**src/rtl/irrigation_scheduler.sv**
```systemverilog
// Irrigation scheduler: synchronizes and debounces the tank-level and climate
// sensors, then runs a five-state controller that fills the tank, runs the
// sprinkler or drip line, and latches a fault on inconsistent level readings.
module irrigation_scheduler #(
  parameter int DEB_CYC = 4,
  parameter int SPR_MIN = 8,
  parameter int DRP_MIN = 16,
  parameter int FILL_TO = 64,
  parameter int CNT_W   = 8
) (
  input  logic       clk,
  input  logic       rst_n,
  input  logic       H,
  input  logic       M,
  input  logic       L,
  input  logic       Ua,
  input  logic       Us,
  input  logic       T,
  input  logic       en,
  output logic       Ve,
  output logic       Bs,
  output logic       Vs,
  output logic       Al,
  output logic       E,
  output logic [2:0] state
);

  localparam int NSENS = 6;
  localparam int DEB_W = (DEB_CYC > 1) ? $clog2(DEB_CYC) : 1;

  localparam logic [DEB_W-1:0] DEB_LIM  = DEB_W'(DEB_CYC - 1);
  localparam logic [CNT_W-1:0] SPR_LIM  = CNT_W'(SPR_MIN - 1);
  localparam logic [CNT_W-1:0] DRP_LIM  = CNT_W'(DRP_MIN - 1);
  localparam logic [CNT_W-1:0] FILL_LIM = CNT_W'(FILL_TO - 1);

  typedef enum logic [2:0] {
    IDLE     = 3'd0,
    FILL     = 3'd1,
    SPRINKLE = 3'd2,
    DRIP     = 3'd3,
    FAULT    = 3'd4
  } state_t;

  // Sensor bit order: [5]=H [4]=M [3]=L [2]=Ua [1]=Us [0]=T
  logic [NSENS-1:0] w_raw;
  logic [NSENS-1:0] r_sync1;
  logic [NSENS-1:0] r_sync2;
  logic [NSENS-1:0] r_filt;
  logic [DEB_W-1:0] r_stab [NSENS];

  logic w_h, w_m, w_l, w_ua, w_us, w_t;
  logic w_err, w_drip_dem, w_spr_dem;

  state_t           r_state;
  state_t           w_next;
  logic [CNT_W-1:0] r_cnt;

  assign w_raw = {H, M, L, Ua, Us, T};

  // Two-flop synchronizer for every asynchronous sensor.
  always_ff @(posedge clk) begin
    if (!rst_n) begin
      r_sync1 <= '0;
      r_sync2 <= '0;
    end else begin
      r_sync1 <= w_raw;
      r_sync2 <= r_sync1;
    end
  end

  // Debounce: the filtered bit follows the synchronized bit only after it has
  // disagreed with the filtered value for DEB_CYC cycles in a row.
  always_ff @(posedge clk) begin
    if (!rst_n) begin
      r_filt <= '0;
      for (int i = 0; i < NSENS; i++) r_stab[i] <= '0;
    end else begin
      for (int i = 0; i < NSENS; i++) begin
        if (r_sync2[i] == r_filt[i]) begin
          r_stab[i] <= '0;
        end else if (r_stab[i] == DEB_LIM) begin
          r_filt[i] <= r_sync2[i];
          r_stab[i] <= '0;
        end else begin
          r_stab[i] <= r_stab[i] + 1'b1;
        end
      end
    end
  end

  assign w_h  = r_filt[5];
  assign w_m  = r_filt[4];
  assign w_l  = r_filt[3];
  assign w_ua = r_filt[2];
  assign w_us = r_filt[1];
  assign w_t  = r_filt[0];

  // A level sensor reporting water above a dry lower sensor is impossible,
  // so it is treated as a sensor fault. The two demands split on (Ua & T),
  // which keeps them mutually exclusive.
  assign w_err      = (w_m & ~w_l) | (w_h & ~w_m);
  assign w_drip_dem = ~w_us & w_ua & w_t;
  assign w_spr_dem  = ~w_us & ~(w_ua & w_t);

  // Next-state logic; a level fault preempts everything outside FAULT.
  always_comb begin
    w_next = r_state;
    case (r_state)
      IDLE: begin
        if (w_err)                  w_next = FAULT;
        else if (!w_m)              w_next = FILL;
        else if (en && w_spr_dem)   w_next = SPRINKLE;
        else if (en && w_drip_dem)  w_next = DRIP;
      end
      FILL: begin
        if (w_err)                  w_next = FAULT;
        else if (w_h)               w_next = IDLE;
        else if (r_cnt >= FILL_LIM) w_next = FAULT;
      end
      SPRINKLE: begin
        if (w_err)                  w_next = FAULT;
        else if (!w_l)              w_next = IDLE;
        else if ((r_cnt >= SPR_LIM) && (w_us || !en)) w_next = IDLE;
      end
      DRIP: begin
        if (w_err)                  w_next = FAULT;
        else if (!w_l)              w_next = IDLE;
        else if ((r_cnt >= DRP_LIM) && (w_us || !en)) w_next = IDLE;
      end
      FAULT: begin
        if (!en && !w_err)          w_next = IDLE;
      end
      default:                      w_next = IDLE;
    endcase
  end

  // State register.
  always_ff @(posedge clk) begin
    if (!rst_n) r_state <= IDLE;
    else        r_state <= w_next;
  end

  // Run/timeout counter: restarts on each state change, counts while an
  // actuator is active, and sticks at all-ones instead of wrapping.
  always_ff @(posedge clk) begin
    if (!rst_n) begin
      r_cnt <= '0;
    end else if (w_next != r_state) begin
      r_cnt <= '0;
    end else if (((r_state == FILL) || (r_state == SPRINKLE) || (r_state == DRIP))
                 && (r_cnt != '1)) begin
      r_cnt <= r_cnt + 1'b1;
    end
  end

  // Actuator flops decode the state being loaded, so they always match the
  // state register cycle for cycle while still coming straight from flops.
  always_ff @(posedge clk) begin
    if (!rst_n) begin
      Ve <= 1'b0;
      Bs <= 1'b0;
      Vs <= 1'b0;
      Al <= 1'b0;
      E  <= 1'b0;
    end else begin
      Ve <= (w_next == FILL);
      Bs <= (w_next == SPRINKLE);
      Vs <= (w_next == DRIP);
      Al <= (w_next == FAULT);
      E  <= (w_next == FAULT);
    end
  end

  assign state = r_state;

endmodule
```
**config.mk**
```make
export PLATFORM = sky130hd
export DESIGN_NAME = irrigation_scheduler
export DESIGN_NICKNAME = d
export VERILOG_FILES = /design/src/rtl/irrigation_scheduler.sv
export SDC_FILE = /design/constraint.sdc
export NUM_CORES = 1
export LEC_CHECK = 0
export CORE_MARGIN = 8
export CORE_UTILIZATION = 51
export DETAILED_ROUTE_END_ITERATION = 8
export HOLD_SLACK_MARGIN = 0.02
export PLACE_DENSITY = 0.8
export SETUP_SLACK_MARGIN = 0.4
export SLEW_MARGIN = 20
export SYNTH_ARGS = -nofsm -noshare
export SYNTH_HDL_FRONTEND = slang
export SYNTH_SLANG_ARGS = --single-unit
```
**constraint.sdc**
```tcl
create_clock -name clk -period 1.74 [get_ports clk]
set_clock_uncertainty 0.05 [all_clocks]
set_input_delay 0.348 -clock clk [delete_from_list [all_inputs] [get_ports clk]]
set_output_delay 0.348 -clock clk [all_outputs]
set_load 0.005 [all_outputs]
```
==> results.toml <==
[place]
hpwl_um = 2510
io_buffers = 16
pre_cts_ws_ns = -0.267
gp_congestion = 0.860
dp_cells = 270

[layout]
area_delta_synth_final_pct = 29.2
final_cell_mix = "dfxtp_1, buf_4, and2_1"
drive_gt1_frac = 0.274
diodes = 0
final_common_cell = "dfxtp_1"
instances_no_fill = 280
fill_cells = 322
multi_input_area_mm2 = 0.00109
nets = 245
seqCellArea_mm2 = 0.00103

[sta]
finalSetupViolCount = 4
fin_ws_ns = -0.0337
fin_crit_sh = 1.02
final.setup.tns_ns = -0.0802
rsz0062_at_grt = "true"
fin_crit_ns = 1.77
timing.final.max_slew_violations = 0
holdWs_ns = 0.389
hold_viol = 0
fmax_mhz = 564

[synthesis]
synth_cells = 179
ys_seq_area_frac = 0.507
synth_area_leaders = "dfxtp_1, edfxtp_1, and2_1"
netlist_area_mm2 = 0.00202
yosysWarningCount = 0
async_reset_ff_frac = 0
yosys.area.top_type = "dfxtp_1"
ys_ff_latch = 45
synthDistinctLibCells = 48
synth_top_area_share = 0.328
avgSynthCellArea_um2 = 11.3
synth_edf_count = 12
synth_flop_cell = "dfxtp_1"

[route]
routed_wl_um = 3590
drcViolationCount = 0
wl_met2_um = 1650
avgRoutedWirePerCell_um = 12.8
num_vias = 1479
dr_wl_met3_um = 200
drtIter0Drc = 75
routed_via_density = 5.28
first_pass_iters = 4
wirelength_met1_um = 1680
drtAntennaViolNets = 0
routed.top_layer = "met4"

[clocking]
cts_root_buf = "clkbuf_8"
cts_tree = "built"
clock_sinks = 45
path_clk_slew_ns = 0.08
postCtsHoldBufs = 0
clock_latency_ns = 0.30
htreeDepth = 2
cts_buffers = 5
cts_buffer_depth = 2

[global_route]
grt_pass1_vias = 1428
overflow = 0
track_usage = 0.120
grt_pass1_wl_um = 5960
grt_max_degree = 36
antenna_found_initial = 0

[floorplan]
ios = 17
core-area_mm2 = 0.00391
fp.dieW_um = 78.9
rows = 23
fp.dieH_um = 78.9
dieArea_mm2 = 0.00622
initial_core_util = 0.515

[critical_path]
crit_required_ns = 1.91
r2r_setup_slack_ns = -0.03
crit_path_start_kind = "flip-flop"
worstSetupEndpointType = "flip-flop"
path_max_fanout = 8
crit_start = "r_cnt[1]$_SDFFE_PP0P_"
rr_endpoint = "r_cnt[2]$_SDFFE_PP0P_"
worstSetupPathType = "reg2reg"
rr_worst_depth = 6
reg2reg_from = "r_cnt[1]$_SDFFE_PP0P_"
worstPathArrival_ns = 1.94

[min_path]
hold_class = "reg2reg"
hp-start = "r_sync1[1]$_SDFF_PN0_"
hold_end = "r_sync2[1]$_SDFF_PN0_"
holdPathStages = 1

[power_and_ir_drop]
ir_worst_vdd_uv = 643
powerDensity_mw_per_mm2 = 758
leakagePower_nw = 0.996

[job]
maxCapViolations = 0

[run_status]
violations = "setup timing"
status = "complete, but fails checks"
[cell usage after synthesis (2+ instances only)]
cell / number
clkbuf_1: 3
xnor2_1: 9
nor2_1: 12
dfxtp_1: 33
nor3_1: 4
nor3b_1: 2
o21ai_0: 3
mux2i_1: 7
o2111ai_1: 2
nor2b_1: 11
edfxtp_1: 12
nand3_1: 3
a21oi_1: 3
and2_1: 14
nor4b_1: 7
nor4bb_1: 6
inv_1: 3
nand4_1: 5
a211oi_2: 3
nand2_1: 3
ha_1: 7
[cell families after synthesis]
group,Yosys count,share of synthesized area
AND/OR/NAND/NOR,80,0.256
flip-flops,45,0.507
AO/OA/AOI/OAI,20,0.0906
XOR/XNOR,10,0.0435
adder cells (fa/ha/maj),8,0.0490
buffers and inverters,8,0.0174
multiplexers,7,0.0348
other,1,0.00186
[layout make-up]
class | count | area share
clock buffer | 5 | 0.0264
inverter | 3 | 0.00432
tap | 50 | 0.0240
multi-input combinational | 137 | 0.418
sequential | 45 | 0.395
timing repair buffer | 37 | 0.124
clock inverter | 3 | 0.00817
[where the power goes]
group	switching (mW)	internal [mW]
logic	0.0941	0.105
clock network	0.364	0.285
registers	0.0169	1.11
total	0.475	1.50
[worst max-delay path by stage]
stage,to,cells past startpoint
floorplan,r_cnt[2]$_SDFFE_PP0P_,6
global placement,r_cnt[2]$_SDFFE_PP0P_,6
detailed placement,r_cnt[2]$_SDFFE_PP0P_,6
CTS,r_cnt[2]$_SDFFE_PP0P_,6
global route,r_cnt[2]$_SDFFE_PP0P_,6
finish,r_cnt[2]$_SDFFE_PP0P_,6
[state kept, by name, indices dropped and copies added (netlist names)]
signal / cells
state: 3
r_stab: 12
Ve: 1
r_cnt: 8
r_filt: 6
Bs: 1
Vs: 1
E: 1
r_sync2: 6
r_sync1: 6
[worst max-delay path, stage by stage, from the launching register on]
cell       delay, ns
dfxtp_2         0.34
ha_4            0.15
and2_4          0.15
a311o_1         0.37
o211ai_2        0.20
o2111ai_4       0.23
a211oi_2        0.20
[metal layers]
| layer | GRT usage | up-vias |
|---|---|---|
| met5 | 0 | - |
| met4 | 0.0574 | 0 |
| met3 | 0.0463 | 4 |
| met2 | 0.197 | 37 |
| met1 | 0.134 | 693 |
| li1 | - | 745 |
[stage by stage]
stage | util | power [mW] | cell area [µm²]
floorplan | - | 1.26 | 2080
global placement | 0.623 | 1.33 | 2440
detailed placement | 0.623 | 1.34 | 2440
CTS | 0.655 | 1.98 | 2560
global route | 0.666 | 2.06 | 2610
finish | 0.666 | 1.97 | 2610
[what timing repair did]
item	in CTS	in global routing
resized for setup	29	8
setup endpoints to repair	24	16
pin swaps	5	2
setup buffers	2	0
Note: power is estimated with default switching activity, not from simulation.
